### src/rtl/redstone_pkg.sv
`default_nettype none
// +----------------------------------------------------------------------+
// | redstone_pkg: opcodes and default pulse lengths for the input driver |
// | Rev 1.0                                                              |
// +----------------------------------------------------------------------+
package redstone_pkg;

    localparam int OP_W = 3;

    localparam logic [OP_W-1:0] OP_NOP          = 3'd0;
    localparam logic [OP_W-1:0] OP_LEVER_ON     = 3'd1;
    localparam logic [OP_W-1:0] OP_LEVER_OFF    = 3'd2;
    localparam logic [OP_W-1:0] OP_LEVER_TOGGLE = 3'd3;
    localparam logic [OP_W-1:0] OP_PRESS_STONE  = 3'd4;
    localparam logic [OP_W-1:0] OP_PRESS_WOOD   = 3'd5;
    localparam logic [OP_W-1:0] OP_CLEAR_ALL    = 3'd6;
    localparam logic [OP_W-1:0] OP_RESERVED     = 3'd7;

    localparam int STONE_TICKS_DEF = 10;
    localparam int WOOD_TICKS_DEF  = 15;

    // Opcodes whose index must name a real channel.
    function automatic logic op_uses_idx(input logic [OP_W-1:0] op);
        return (op >= OP_LEVER_ON) && (op <= OP_PRESS_WOOD);
    endfunction

endpackage
`default_nettype wire

### src/rtl/redstone_input_driver_fifo.sv
`default_nettype none
// +----------------------------------------------------------------------+
// | input_cmd_fifo: synchronous command FIFO with occupancy count        |
// | Rev 1.0                                                              |
// +----------------------------------------------------------------------+
module input_cmd_fifo #(
    parameter int WIDTH = 8,
    parameter int DEPTH = 4
) (
    input  logic                     i_clk,
    input  logic                     i_rst_n,
    input  logic                     i_push,
    input  logic [WIDTH-1:0]         i_data,
    input  logic                     i_pop,
    output logic [WIDTH-1:0]         o_data,
    output logic                     o_full,
    output logic                     o_empty,
    output logic [$clog2(DEPTH):0]   o_count
);

    localparam int AW = $clog2(DEPTH);
    localparam logic [AW:0] c_depth = (AW+1)'(DEPTH);

    logic [WIDTH-1:0] r_mem [DEPTH];
    logic [AW-1:0]    r_wr_ptr;
    logic [AW-1:0]    r_rd_ptr;
    logic [AW:0]      r_count;
    logic             w_do_push;
    logic             w_do_pop;

    assign o_full    = (r_count == c_depth);
    assign o_empty   = (r_count == '0);
    assign o_count   = r_count;
    assign o_data    = r_mem[r_rd_ptr];
    // A full FIFO refuses a push even if it is popped this cycle.
    assign w_do_push = i_push && !o_full;
    assign w_do_pop  = i_pop && !o_empty;

    always_ff @(posedge i_clk) begin
        if (w_do_push) begin
            r_mem[r_wr_ptr] <= i_data;
        end
    end

    always_ff @(posedge i_clk) begin
        if (!i_rst_n) begin
            r_wr_ptr <= '0;
            r_rd_ptr <= '0;
            r_count  <= '0;
        end else begin
            if (w_do_push) begin
                r_wr_ptr <= r_wr_ptr + 1'b1;
            end
            if (w_do_pop) begin
                r_rd_ptr <= r_rd_ptr + 1'b1;
            end
            case ({w_do_push, w_do_pop})
                2'b10:   r_count <= r_count + 1'b1;
                2'b01:   r_count <= r_count - 1'b1;
                default: r_count <= r_count;
            endcase
        end
    end

endmodule
`default_nettype wire

### src/rtl/redstone_input_driver.sv
`default_nettype none
// +----------------------------------------------------------------------+
// | redstone_input_driver: queues host lever/button commands and applies |
// | one per redstone tick onto a registered input vector. Rev 1.0        |
// +----------------------------------------------------------------------+
module redstone_input_driver
    import redstone_pkg::*;
#(
    parameter int N_INPUTS    = 8,
    parameter int IDX_W       = (N_INPUTS > 1) ? $clog2(N_INPUTS) : 1,
    parameter int DEPTH       = 4,
    parameter int STONE_TICKS = STONE_TICKS_DEF,
    parameter int WOOD_TICKS  = WOOD_TICKS_DEF,
    parameter int CNT_W       = 5
) (
    input  logic                     i_clk,
    input  logic                     i_rst_n,
    input  logic                     i_tick,
    input  logic                     i_cmd_valid,
    output logic                     o_cmd_ready,
    input  logic [IDX_W-1:0]         i_cmd_idx,
    input  logic [2:0]               i_cmd_op,
    output logic [N_INPUTS-1:0]      o_inputs,
    output logic                     o_cmd_err,
    output logic [$clog2(DEPTH):0]   o_fifo_count
);

    localparam int FW = IDX_W + OP_W;
    localparam logic [CNT_W-1:0] c_stone_ticks = CNT_W'(STONE_TICKS);
    localparam logic [CNT_W-1:0] c_wood_ticks  = CNT_W'(WOOD_TICKS);

    logic                  w_full;
    logic                  w_empty;
    logic                  w_push;
    logic                  w_pop;
    logic [FW-1:0]         w_head;
    logic [IDX_W-1:0]      w_head_idx;
    logic [OP_W-1:0]       w_head_op;
    logic [31:0]           w_head_idx_ext;
    logic                  w_idx_ok;
    logic                  w_bad;
    logic                  w_apply;

    logic [N_INPUTS-1:0]   r_lever;
    logic [CNT_W-1:0]      r_cnt [N_INPUTS];
    logic [N_INPUTS-1:0]   w_lever_nxt;
    logic [CNT_W-1:0]      w_cnt_nxt [N_INPUTS];
    logic [N_INPUTS-1:0]   w_out_nxt;
    logic [N_INPUTS-1:0]   r_inputs;
    logic                  r_err;

    assign o_cmd_ready = !w_full && i_rst_n;
    assign w_push      = i_cmd_valid && o_cmd_ready;
    assign w_pop       = i_tick && !w_empty;

    input_cmd_fifo #(
        .WIDTH (FW),
        .DEPTH (DEPTH)
    ) u_fifo (
        .i_clk   (i_clk),
        .i_rst_n (i_rst_n),
        .i_push  (w_push),
        .i_data  ({i_cmd_idx, i_cmd_op}),
        .i_pop   (w_pop),
        .o_data  (w_head),
        .o_full  (w_full),
        .o_empty (w_empty),
        .o_count (o_fifo_count)
    );

    assign w_head_idx     = w_head[FW-1:OP_W];
    assign w_head_op      = w_head[OP_W-1:0];
    assign w_head_idx_ext = {{(32-IDX_W){1'b0}}, w_head_idx};
    assign w_idx_ok       = (w_head_idx_ext < 32'(N_INPUTS));
    assign w_bad          = w_pop && ((w_head_op == OP_RESERVED) ||
                                      (op_uses_idx(w_head_op) && !w_idx_ok));
    assign w_apply        = w_pop && !w_bad;

    // Next channel state; a channel loaded this tick is not also decremented.
    always_comb begin
        w_lever_nxt = r_lever;
        for (int i = 0; i < N_INPUTS; i++) begin
            w_cnt_nxt[i] = r_cnt[i];
        end
        if (i_tick) begin
            for (int i = 0; i < N_INPUTS; i++) begin
                if (r_cnt[i] != '0) begin
                    w_cnt_nxt[i] = r_cnt[i] - 1'b1;
                end
                if (w_apply && (w_head_idx_ext == 32'(i))) begin
                    case (w_head_op)
                        OP_LEVER_ON:     w_lever_nxt[i] = 1'b1;
                        OP_LEVER_OFF:    w_lever_nxt[i] = 1'b0;
                        OP_LEVER_TOGGLE: w_lever_nxt[i] = !r_lever[i];
                        OP_PRESS_STONE: begin
                            if (r_cnt[i] == '0) begin
                                w_cnt_nxt[i] = c_stone_ticks;
                            end
                        end
                        OP_PRESS_WOOD: begin
                            if (r_cnt[i] == '0) begin
                                w_cnt_nxt[i] = c_wood_ticks;
                            end
                        end
                        default: ;
                    endcase
                end
            end
            if (w_apply && (w_head_op == OP_CLEAR_ALL)) begin
                w_lever_nxt = '0;
                for (int i = 0; i < N_INPUTS; i++) begin
                    w_cnt_nxt[i] = '0;
                end
            end
        end
    end

    generate
        for (genvar g = 0; g < N_INPUTS; g++) begin : g_chan_out
            assign w_out_nxt[g] = w_lever_nxt[g] | (w_cnt_nxt[g] != '0);
        end
    endgenerate

    always_ff @(posedge i_clk) begin
        if (!i_rst_n) begin
            r_lever  <= '0;
            r_inputs <= '0;
            r_err    <= 1'b0;
            for (int i = 0; i < N_INPUTS; i++) begin
                r_cnt[i] <= '0;
            end
        end else begin
            r_lever <= w_lever_nxt;
            r_err   <= w_bad;
            for (int i = 0; i < N_INPUTS; i++) begin
                r_cnt[i] <= w_cnt_nxt[i];
            end
            if (i_tick) begin
                r_inputs <= w_out_nxt;
            end
        end
    end

    assign o_inputs  = r_inputs;
    assign o_cmd_err = r_err;

endmodule
`default_nettype wire

### config.mk
export PLATFORM = sky130hd
export DESIGN_NAME = redstone_input_driver
export DESIGN_NICKNAME = d
export VERILOG_FILES = /design/src/rtl/redstone_pkg.sv /design/src/rtl/redstone_input_driver_fifo.sv /design/src/rtl/redstone_input_driver.sv
export SDC_FILE = /design/constraint.sdc
export NUM_CORES = 1
export LEC_CHECK = 0
export BUFFER_PORTS_ARGS = -buffer_cell sky130_fd_sc_hd__buf_2
export CORE_MARGIN = 10
export CORE_UTILIZATION = 35
export CTS_BUF_LIST = sky130_fd_sc_hd__clkbuf_4
export DETAILED_ROUTE_END_ITERATION = 8
export PLACE_DENSITY = 0.59
export SLEW_MARGIN = 20
export SYNTH_ARGS = -nofsm -noshare
export SYNTH_HDL_FRONTEND = slang
export SYNTH_SLANG_ARGS = --single-unit
### constraint.sdc
create_clock -name i_clk -period 2.7 [get_ports i_clk]
set_input_delay 0.54 -clock i_clk [delete_from_list [all_inputs] [get_ports i_clk]]
set_output_delay 0.54 -clock i_clk [all_outputs]
set_load 0.02 [all_outputs]
Word level (Yosys, flattened, before mapping)
Memories as Yosys holds them, arrays and structs flattened. A register that Yosys moved wholly into a read port is not among the register bits.
Cells that the tools add are included.
{ "op_classes": {"add_sub_neg": 12, "n_lt_le_gt_ge": 3, "n_eq_ne": 17, "mux": 75, "n_bitwise": 16, "reduce_logical": 58} }
{ "ops": {"columns": ["op", "n"], "rows": [
  ["5-bit 2-to-1 mux", 40],
  ["40-bit 2-to-1 mux", 2],
  ["5-bit case mux with 2 select lines", 8],
  ["5-bit nonzero test", 16],
  ["5-bit logical NOT", 8],
  ["5-bit by 1-bit subtractor with 5-bit output (second input constant)", 8],
  ["32-bit logical NOT", 1],
  ["3-bit == test (second input constant)", 9],
  ["1-bit case mux with 3 select lines", 8],
  ["1-bit logical AND", 18],
  ["8-bit 2-to-1 mux", 2],
  ["1-bit OR", 16],
  ["3-bit by 2-bit == test with 1-bit output (second input constant)", 4],
  ["1-bit logical NOT", 12],
  ["1-bit 2-to-1 mux", 12],
  ["3-bit by 1-bit == test with 1-bit output (second input constant)", 2],
  ["3-bit case mux with 2 select lines", 1],
  ["2-bit by 1-bit adder with 2-bit output (second input constant)", 2],
  ["3-bit by 4-bit < comparator with 1-bit output (second input constant)", 1],
  ["2-bit 2-to-1 mux", 2],
  ["3-bit by 1-bit adder with 3-bit output (second input constant)", 1],
  ["3-bit by 1-bit >= comparator with 1-bit output (second input constant)", 1],
  ["3-bit less-or-equal comparator (second input constant)", 1],
  ["3-bit logical NOT", 1],
  ["other kinds (5)", 5]
]} }
{ "totals": {"reg_bits": 24, "ram_bits": 64, "elab_cells": 189, "mem_count": 2} }
{ "mem_list": {"columns": ["name", "depth", "width", "rd", "rd_clocked_by_memory_dff", "wr", "line", "text"], "rows": [
  ["r_cnt", 8, 5, 8, 0, 8, "redstone_input_driver.sv:45", "logic [CNT_W-1:0] r_cnt [N_INPUTS];"],
  ["u_fifo.r_mem", 4, 6, 1, 1, 1, "redstone_input_driver_fifo.sv:24", "logic [WIDTH-1:0] r_mem [DEPTH];"]
]} }

Logic depth before layout (Yosys ltp)
Gate-level depths: netlist of run 1.
{ "logic_depth": {"ltp_word": 13, "ltp_mapped": 11, "mapped_depth_nobuf": 10} }

By module
A second synthesis of run 1 with hierarchy kept.
{ "unflattened": {"cells_unflattened": 566, "hier_area_um2": 5190.0} }
{ "modules_own_cells": {"columns": ["module", "n_inst", "cells_each", "area_each_um2"], "rows": [
  ["redstone_input_driver", 1, 481, 3834.9],
  ["input_cmd_fifo", 1, 85, 1355.0]
]} }

Least setup slack after synthesis of run 1
Ideal clock, no wire load.
{ "synth_timing": {"path_type": "reg2reg", "from": "register u_fifo.r_count[1], in the netlist u_fifo.o_count[1]", "to": "register u_fifo.r_count[2], in the netlist u_fifo.o_count[2]", "arrival_time_ps": 2382, "required_ps": 2629, "path_slack_ps": 247, "stages_incl_launch_ff": 11, "n_path_buf": 0, "cell_sequence": "dfxtp_1 inv_1 a31oi_1 and2_1 inv_1 ha_1 inv_1 fa_1 xor2_1 or3_1 a21oi_1"} }
{ "synth_via": {"elab_chain_len": 7, "elab_cells_between_ends": 15, "classes_between": "add/sub (2); eq/ne (3); mux (1); reduce/logical (9)"} }
{ "synth_lines": {"columns": ["item", "line", "text"], "rows": [
  ["start, declared", "redstone_input_driver_fifo.sv:27", "logic [AW:0] r_count;"],
  ["start signal, assigned", "redstone_input_driver_fifo.sv:58", "2'b10: r_count <= r_count + 1'b1;"],
  ["start signal, assigned", "redstone_input_driver_fifo.sv:59", "2'b01: r_count <= r_count - 1'b1;"],
  ["start signal, assigned", "redstone_input_driver_fifo.sv:60", "default: r_count <= r_count;"],
  ["3-bit == test (*)", "redstone_input_driver_fifo.sv:31", "assign o_full = (r_count == c_depth);"],
  ["1-bit logical NOT (*)", "redstone_input_driver.sv:52", "assign o_cmd_ready = !w_full && i_rst_n;"],
  ["1-bit logical AND (*)", "redstone_input_driver.sv:52", null],
  ["via o_cmd_ready", "redstone_input_driver.sv:20", "output logic o_cmd_ready,"],
  ["1-bit logical AND (*)", "redstone_input_driver.sv:53", "assign w_push = i_cmd_valid && o_cmd_ready;"],
  ["1-bit logical AND (*)", "redstone_input_driver_fifo.sv:36", "assign w_do_push = i_push && !o_full;"],
  ["2-bit by 1-bit == test with 1-bit output / 2-bit == test (equally long branches)", "redstone_input_driver_fifo.sv:57", "case ({w_do_push, w_do_pop})"],
  ["3-bit case mux with 2 select lines / 2-bit nonzero test (equally long branches)", null, null]
]} }
The timed path passes the listed nets; every way through them passes the cells marked *.
A chain may end at the register's enable or synchronous reset.

==> flow_metrics.tcl, run 1 <==
set metrics [dict create \
    drc 0 \
    r2r_slack_ns 0.09 \
    synth_xor_area_share_pct 1.22 \
    fin_cells 777 \
    synth-main-ff-cell "dfxtp_1" \
    crit_cells 7 \
    nets 632 \
    synth-simple-area-share_pct 21.6 \
    cts_tree "done" \
    final_common_cell "dfxtp_1" \
    regToRegEndpoint "o_inputs[7]" \
    drv_cap 0 \
    grt_max_degree 41 \
    synth_top_area_share_pct 26.3 \
    slew_viol_final 0 \
    relSlewSlack_pct 64.6 \
    overflow 0 \
    grtUsageMet2_pct 20.8 \
    fillers 1419 \
    die_h_um 140 \
    pre_cts_slack_ns 0.0117 \
    initial_core_util_pct 36.0 \
    post_route_cells_drive_above_1_share_pct 17.8 \
    syn_area_per_cell_sq_um 9.07 \
    setup_violations 0 \
    cts-root-buf "clkbuf_4" \
    drt_first_pass_iters 5 \
    path_clk_slew_ns 0.15 \
    post-route-period-util_pct 96.8 \
    synthesis.nets 595 \
    reg2regPathDepth 7 \
    io_pins 23 \
    critical_path_class "reg -> reg" \
    status "finished clean" \
    synth_top_family_by_area "simple AND/OR/NAND/NOR gates" \
    max_freq_mhz 383 \
    ir_drop_mv 0.387 \
    critPathBufInv 1 \
    cts.htree.levels 3 \
    first_iter_violations 296 \
    yosysSeqAreaShare_pct 40.6 \
    setup.worst_path.end "o_inputs[7]" \
    multiInputGateArea_sq_um 2780 \
    gp_congestion 0.900 \
    vias 4392 \
    setup_ws_ns 0.0873 \
    rsz0062_at_grt "true" \
    grt_pass1_vias 4149 \
    finalCriticalPeriod_ns 2.61 \
    hold_slack_ns 0.272 \
    cts_buffers 9 \
    hold_path_class "in -> reg" \
    synth_edf_count 24 \
    hpwl_um 9270 \
    use_met3_pct 3.72 \
    yosys_warnings 0 \
    synthAdderAreaFrac_pct 7.61 \
    fin_skew_ns 0.0172 \
    synth.ff_latch_count 90 \
    grt_antenna_before_repair 0 \
    ant_nets 0 \
    power.density_nw_per_um2 1050 \
    cp_max_fo 6 \
    yosysUniqueCellTypes 68 \
    drt-total-wl_um 13300 \
    clk_latency_ns 0.48 \
    hold_depth 1 \
    crit_slowest_cell "mux4_2" \
    synth-async-reset-ratio_pct 0 \
    synthesis.area_sq_um 5030 \
    die_area_sq_um 19600 \
    layout_common_cells "dfxtp_1 (65), nor2_1 (55), a21oi_1 (43), nand2_1 (38), o21ai_0 (35)" \
    netlist.top_cell.by_area "dfxtp_1" \
    start_kind "flip-flop" \
    critPathMaxStageDelay_ns 0.60 \
    synth.area.mux_share_pct 3.48 \
    port_buffers 22 \
    synth.area.top_cells "dfxtp_1 (26%), edfxtp_1 (14%), ha_1 (7.2%)" \
    grt_pass1_wl_um 20800 \
    hold_violations 0 \
    dp_cells 756 \
    fp.dieW_um 140 \
    use_met1_pct 16.0 \
    cts_buffer_depth 2 \
    wl_per_cell_um 17.2 \
    end_kind "flip-flop" \
    cp.arrival_ns 2.99 \
    crit_chain "buf_6 > mux4_2 > nand4b_1 > a2111oi_0 > a211oi_1 > nor4_1 > a31oi_1" \
    required_ns 3.07 \
    rows 43 \
    synth-compound-area-share_pct 20.1 \
    core_area_sq_um 14000 \
    syn_inst 555 \
    cts_hold_buffers 0 \
    insertedDiodeCount 0 \
    cts.sinks 90 \
    top_usage_layer "met2" \
    area_delta_synth_final_pct 13.4 \
    worst_slew_pin_slew_ns 0.529 \
    grt.total_usage_pct 12.7 \
    avgViaCountPerCell 5.65 \
    crit_family "compound AO/OA/AOI/OAI gates" \
    regArea_sq_um 2040 \
    p_leak_nw 2.16 \
]
Yosys cell counts, types with 8 or more instances:
cell type / number
a21oi_1: 43
a31oi_1: 11
and2_1: 11
and3_1: 8
clkbuf_1: 23
dfxtp_1: 66
edfxtp_1: 24
ha_1: 29
inv_1: 34
nand2_1: 38
nand2b_1: 9
nand3_1: 8
nor2_1: 56
nor2b_1: 11
nor3_1: 12
o21ai_0: 36
routing by layer:
metal	wire [um]	up-vias
met5	0	-
met4	177	0
met3	724	17
met2	6210	125
met1	6210	2129
li1	-	2121
worst min-delay path by stage:
stage	slack [ns]	startpoint	endpoint
after global routing	0.22	i_cmd_op[0]	u_fifo.r_mem[3][0]
after detailed placement	0.45	r_cnt[1][4]	r_cnt[1][4]
final	0.27	i_cmd_op[0]	u_fifo.r_mem[3][0]
after floorplan	0.43	r_cnt[1][4]	r_cnt[1][4]
after global placement	0.44	r_cnt[1][4]	r_cnt[1][4]
after CTS	0.24	i_cmd_idx[2]	u_fifo.r_mem[2][5]
area by class of cell:
| class | count | share of cell area, % |
|---|---|---|
| Timing Repair Buffer | 57 | 7.04 |
| Multi-Input combinational cell | 400 | 48.7 |
| Sequential cell | 90 | 35.8 |
| Tap cell | 180 | 3.95 |
| Clock inverter | 7 | 1.07 |
| Inverter | 34 | 2.24 |
| Clock buffer | 9 | 1.18 |
stage by stage:
stage                     util, %  area [sq um]  TNS, ns  power (mW)
after floorplan                 -          5030        0        4.33
after global placement       39.2          5480        0        5.02
after detailed placement     39.2          5480        0        5.10
after CTS                    40.1          5610        0        5.87
after global routing         40.8          5700  -0.0668        6.46
final                        40.8          5700        0        5.97
repair_timing:
| item | CTS | global route |
|---|---|---|
| endpoints found under the setup margin | 1 | 10 |
| hold endpoints to repair | 0 | 0 |
| gates cloned | 0 | 1 |
| buffers inserted | 0 | 4 |
| pin swaps | 0 | 4 |
| gates resized for setup | 1 | 14 |
registers in the layout (all words and copies together) (netlist names), named ones only:
signal,count
u_fifo.r_rd_ptr,2
u_fifo.r_wr_ptr,2
u_fifo.o_count,3
r_cnt,40
u_fifo.r_mem,24
o_cmd_err,1
o_inputs,8
r_lever,8
report_power, final:
group,total (mW),internal (mW),leakage [nW],switching [mW]
Combinational,3.30,1.44,1.34,1.87
Clock,0.734,0.209,0.0707,0.526
Sequential,1.93,1.67,0.757,0.258
Total,5.97,3.32,2.16,2.65
logic make-up after synthesis:
family / Yosys count
xor gates and xnor gates: 7
DFF: 90
and+or+nand+nor: 198
muxes: 10
buffers and inverters: 66
AOI/OAI and AO/OA: 154
adders and majority gates: 30
Power figures use the tool's default switching activity.
==> run 2: changes to the inputs <==
--- a/config.mk
+++ b/config.mk
@@ -8,8 +8,8 @@
 export BUFFER_PORTS_ARGS = -buffer_cell sky130_fd_sc_hd__buf_2
 export CORE_MARGIN = 10
-export CORE_UTILIZATION = 35
+export CORE_UTILIZATION = 60
 export CTS_BUF_LIST = sky130_fd_sc_hd__clkbuf_4
 export DETAILED_ROUTE_END_ITERATION = 8
-export PLACE_DENSITY = 0.59
+export PLACE_DENSITY = 0.87
 export SLEW_MARGIN = 20
 export SYNTH_ARGS = -nofsm -noshare
==> constraint.sdc (replaced) <==
create_clock -name i_clk -period 2.7 [get_ports i_clk]
set_input_delay 0.54 -clock i_clk [delete_from_list [all_inputs] [get_ports i_clk]]
set_output_delay 0.54 -clock i_clk [all_outputs]
set_load 0.1 [all_outputs]
==> run 2 against run 1 <==
Compared with the run above:
- worst hold slack better by 0.036 ns
- clock-buffer cell count unchanged
- clock power down 2%
- fmax up 0.78%
- core utilization up 28 points
- register-to-register slack better by 0.02 ns
- global-route usage up 6.3 points
==> flow_metrics.tcl, run 2 (synthesis gave the netlist of run 1 again) <==
set metrics [dict create \
    cts.htree.levels 3 \
    slew_viol_final 0 \
    setup_ws_ns 0.107 \
    cts.sinks 90 \
    layout_common_cells "dfxtp_1 (62), nor2_1 (56), a21oi_1 (43), nand2_1 (38), o21ai_0 (36)" \
    die_area_sq_um 12500 \
    fin_cells 699 \
    max_freq_mhz 386 \
    path_clk_slew_ns 0.13 \
    drt-total-wl_um 12200 \
    io_pins 23 \
    hold_path_class "in -> reg" \
    post-route-period-util_pct 96.0 \
    first_iter_violations 501 \
    dp_cells 681 \
    cts_tree "done" \
    overflow 0 \
    grt.total_usage_pct 19.0 \
    crit_chain "mux4_2 > buf_4 > nor4b_4 > buf_4 > a21oi_1 > a221oi_2 > nor4_2 > a21oi_1" \
    relSlewSlack_pct 62.2 \
    pre_cts_slack_ns 0.00543 \
    hpwl_um 8650 \
    required_ns 3.09 \
    critPathMaxStageDelay_ns 0.57 \
    rows 33 \
    ant_nets 0 \
    cp.arrival_ns 2.98 \
    gp_congestion 0.952 \
    hold_slack_ns 0.308 \
    insertedDiodeCount 0 \
    post_route_cells_drive_above_1_share_pct 17.7 \
    critical_path_class "reg -> reg" \
    finalCriticalPeriod_ns 2.59 \
    regMostFlops "r_cnt" \
    grt_antenna_before_repair 0 \
    start_kind "flip-flop" \
    area_delta_synth_final_pct 11.0 \
    grt_max_degree 41 \
    p_leak_nw 2.15 \
    rsz0062_at_grt "true" \
    cp_max_fo 12 \
    power.density_nw_per_um2 1140 \
    avgViaCountPerCell 6.40 \
    cts_hold_buffers 0 \
    grt_pass1_vias 4314 \
    tns_ns 0 \
    initial_core_util_pct 61.6 \
    crit_slowest_cell "mux4_2" \
    critPathBufInv 2 \
    final_common_cell "dfxtp_1" \
    hold_violations 0 \
    reg_top3 "r_cnt (40), u_fifo.r_mem (24)" \
    cts_buffers 9 \
    wl_per_cell_um 17.5 \
    core_area_sq_um 8180 \
    grt_pass1_wl_um 20400 \
    nets 629 \
    ir_drop_mv 0.485 \
    fp.dieW_um 112 \
    fin_skew_ns 0.0161 \
    setup_violations 0 \
    port_buffers 22 \
    cts-root-buf "clkbuf_4" \
    drt_first_pass_iters 5 \
    worst_slew_pin_slew_ns 0.560 \
    drv_cap 0 \
    drc 0 \
    vias 4472 \
    largest_reg_flops 40 \
    end_kind "flip-flop" \
    cts_buffer_depth 2 \
    crit_family "compound AO/OA/AOI/OAI gates" \
    clk_latency_ns 0.45 \
    status "finished clean" \
    die_h_um 112 \
]
## run 2: cell types whose count changed in the layout (fill, tap and decap cells not counted), sizes merged
cell / change
mux4: -1
buf: -2
inv: -3
bufinv: +1
clkinv: +2
## run 2: final cells by class
cell class                 instances  area, sq um
sequential                        90         2060
timing repair buffer              55          373
multi-input combinational        399         2770
tap                              105          131
clock inverter                     7         60.1
fill                             635         2590
inverter                          34          128
clock buffer                       9         67.6
## run 2: final timing paths
check | start | endpoint | slack, ns | cells past startpoint
worst max-delay path | flip-flop | o_inputs[0] | 0.11 | 8
worst min-delay path | i_cmd_op[2] | u_fifo.r_mem[2][2] | 0.31 | 1
worst max register to register | flip-flop | o_inputs[0] | 0.11 | 8
worst min register to register | r_cnt[1][4] | r_cnt[1][4] | 0.47 | 2
## run 2: routing by layer
metal	vias up	global-route usage [%]	wire, um
li1	2110	-	-
met1	2111	23.3	5280
met2	205	31.3	5690
met3	46	4.35	955
met4	0	8.14	320
met5	-	0	0
## run 2: what timing repair did
item / 4_1_cts / 5_1_grt
setup buffers: 0 / 2
pin swaps: 0 / 1
endpoints found under the setup margin: 1 / 8
resized for setup: 2 / 11
## run 2: power breakdown
group / internal, mW / total [mW] / switching [mW]
registers: 1.68 / 1.95 / 0.262
logic: 1.44 / 3.71 / 2.26
clock network: 0.272 / 0.716 / 0.443
## run 2: metrics by stage
stage | utilization, % | cell area (sq um) | total power, mW
final | 68.3 | 5590 | 6.37
after global routing | 68.3 | 5590 | 6.86
after CTS | 67.7 | 5530 | 6.22
after detailed placement | 66.1 | 5400 | 5.50
after global placement | 66.1 | 5400 | 5.35
after floorplan | - | 5060 | 4.71
==> run 3: changes to the inputs <==
clock period = 2.9 ns   (was 2.7 ns; I/O delays follow)
==> run 3 against run 2 <==
Compared with the run above:
- first-iteration DRC count down 17%
- critical path type unchanged
- clock skew up 0.0037 ns
- routed wire length down 2.6%
- die area unchanged
- clock power down 15%
==> flow_metrics.tcl, run 3 (synthesis gave the netlist of run 1 again) <==
set metrics [dict create \
    cts_hold_buffers 0 \
    initial_core_util_pct 61.6 \
    grt_max_degree 51 \
    avgViaCountPerCell 6.39 \
    p_leak_nw 2.08 \
    nets 614 \
    max_freq_mhz 368 \
    start_kind "flip-flop" \
    drv_cap 0 \
    grt_antenna_before_repair 0 \
    power.density_nw_per_um2 1050 \
    required_ns 3.26 \
    grt_pass1_wl_um 20200 \
    worst_slew_pin_slew_ns 0.520 \
    relSlewSlack_pct 64.9 \
    cts_buffers 9 \
    path_clk_slew_ns 0.14 \
    fin_skew_ns 0.0198 \
    reg_top3 "r_cnt (40), u_fifo.r_mem (24)" \
    largest_reg_flops 40 \
    hold_violations 0 \
    cp.arrival_ns 3.08 \
    vias 4369 \
    ir_drop_mv 0.490 \
    grt_pass1_vias 4325 \
    rsz0062_at_grt "false" \
    clk_latency_ns 0.43 \
    cts_setup_buffers 0 \
    status "finished clean" \
    crit_slowest_cell "mux4_2" \
    wl_per_cell_um 17.4 \
    regMostFlops "r_cnt" \
    overflow 0 \
    critPathMaxStageDelay_ns 0.59 \
    cts-root-buf "clkbuf_4" \
    gp_congestion 0.937 \
    first_iter_violations 414 \
    end_kind "flip-flop" \
    post_route_cells_drive_above_1_share_pct 14.5 \
    cts_buffer_depth 2 \
    cts_tree "done" \
    final_common_cell "dfxtp_1" \
    io_pins 23 \
    hold_path_class "in -> reg" \
    fp.dieW_um 112 \
    ant_nets 0 \
    port_buffers 22 \
    core_area_sq_um 8180 \
    hpwl_um 8460 \
    setup_violations 0 \
    grt.total_usage_pct 18.8 \
    cts.sinks 90 \
    critical_path_class "reg -> reg" \
    rows 33 \
    drt-total-wl_um 11900 \
    total_power_mw 5.73 \
    slew_viol_final 0 \
    layout_common_cells "dfxtp_1 (62), nor2_1 (56), a21oi_1 (43), nand2_1 (38), o21ai_0 (36)" \
    crit_chain "mux4_2 > buf_4 > nor4b_4 > nand2_1 > a211oi_1 > a2111oi_2 > a31oi_1" \
    die_h_um 112 \
    finalCriticalPeriod_ns 2.72 \
    drt_first_pass_iters 5 \
    die_area_sq_um 12500 \
    area_delta_synth_final_pct 8.33 \
    fillers 650 \
    cts.htree.levels 3 \
    post-route-period-util_pct 93.7 \
    post-route-util_pct 66.7 \
    insertedDiodeCount 0 \
    drc 0 \
    tns_ns 0 \
    cp_max_fo 14 \
]
==> run 3: final timing paths <==
| path | slack (ns) | depth (start not counted) | startpoint | end |
|---|---|---|---|---|
| setup / recovery | 0.18 | 7 | flip-flop | o_inputs[1] |
| setup reg to reg | 0.18 | 7 | flip-flop | o_inputs[1] |
| hold / removal | 0.36 | 1 | i_cmd_idx[0] | u_fifo.r_mem[2][3] |
| hold reg to reg | 0.46 | 2 | r_cnt[1][4] | r_cnt[1][4] |
==> run 3: report_power, final <==
group	internal [mW]	leakage, nW	total (mW)	switching, mW
combinational	1.26	1.25	3.30	2.04
clock	0.188	0.0644	0.609	0.421
sequential	1.56	0.759	1.82	0.264
total	3.01	2.08	5.73	2.72
==> run 3: area by class of cell <==
cell class                      count  area (sq um)  area share, %
Multi-Input combinational cell    399          2740           50.3
Sequential cell                    90          2050           37.5
Timing Repair Buffer               40           285           5.23
Tap cell                          105           131           2.41
Inverter                           34           128           2.34
Clock buffer                       10          75.1           1.38
Clock inverter                      6          42.5          0.780
==> run 3: through the flow <==
stage / worst slack (ns) / cell area (sq um) / hold slack (ns) / cells
after CTS: 0.0889 / 5440 / 0.347 / 684
final: 0.184 / 5450 / 0.364 / 684
after detailed placement: 0.125 / 5320 / 0.445 / 668
after global placement: 0.183 / 5320 / 0.442 / 668
after floorplan: 0.0304 / 5050 / 0.428 / 555
after global routing: 0.0378 / 5450 / 0.344 / 684
==> run 3: what timing repair did <==
item / 4_1_cts / 5_1_grt
setup endpoints to repair: 0 / 9
gates resized for setup: 0 / 2
endpoints found under the hold margin: 0 / 0
==> run 3: per-layer routing <==
layer / part of all wire [%] / GRT usage [%] / wire length (um)
met1: 42 / 22.5 / 5010
met2: 48 / 31.4 / 5710
met4: 3.7 / 9.25 / 436
met5: 0 / 0 / 0
met3: 6.4 / 3.97 / 758
==> run 3: worst max-delay path, delay by kind of cell, from the launching register on <==
| kind | cells | cell delay (ns) |
|---|---|---|
| AOI/OAI and AO/OA | 3 | 0.72 |
| and+or+nand+nor | 2 | 0.63 |
| muxes | 1 | 0.59 |
| DFF | 1 | 0.47 |
| buffers and inverters | 1 | 0.22 |
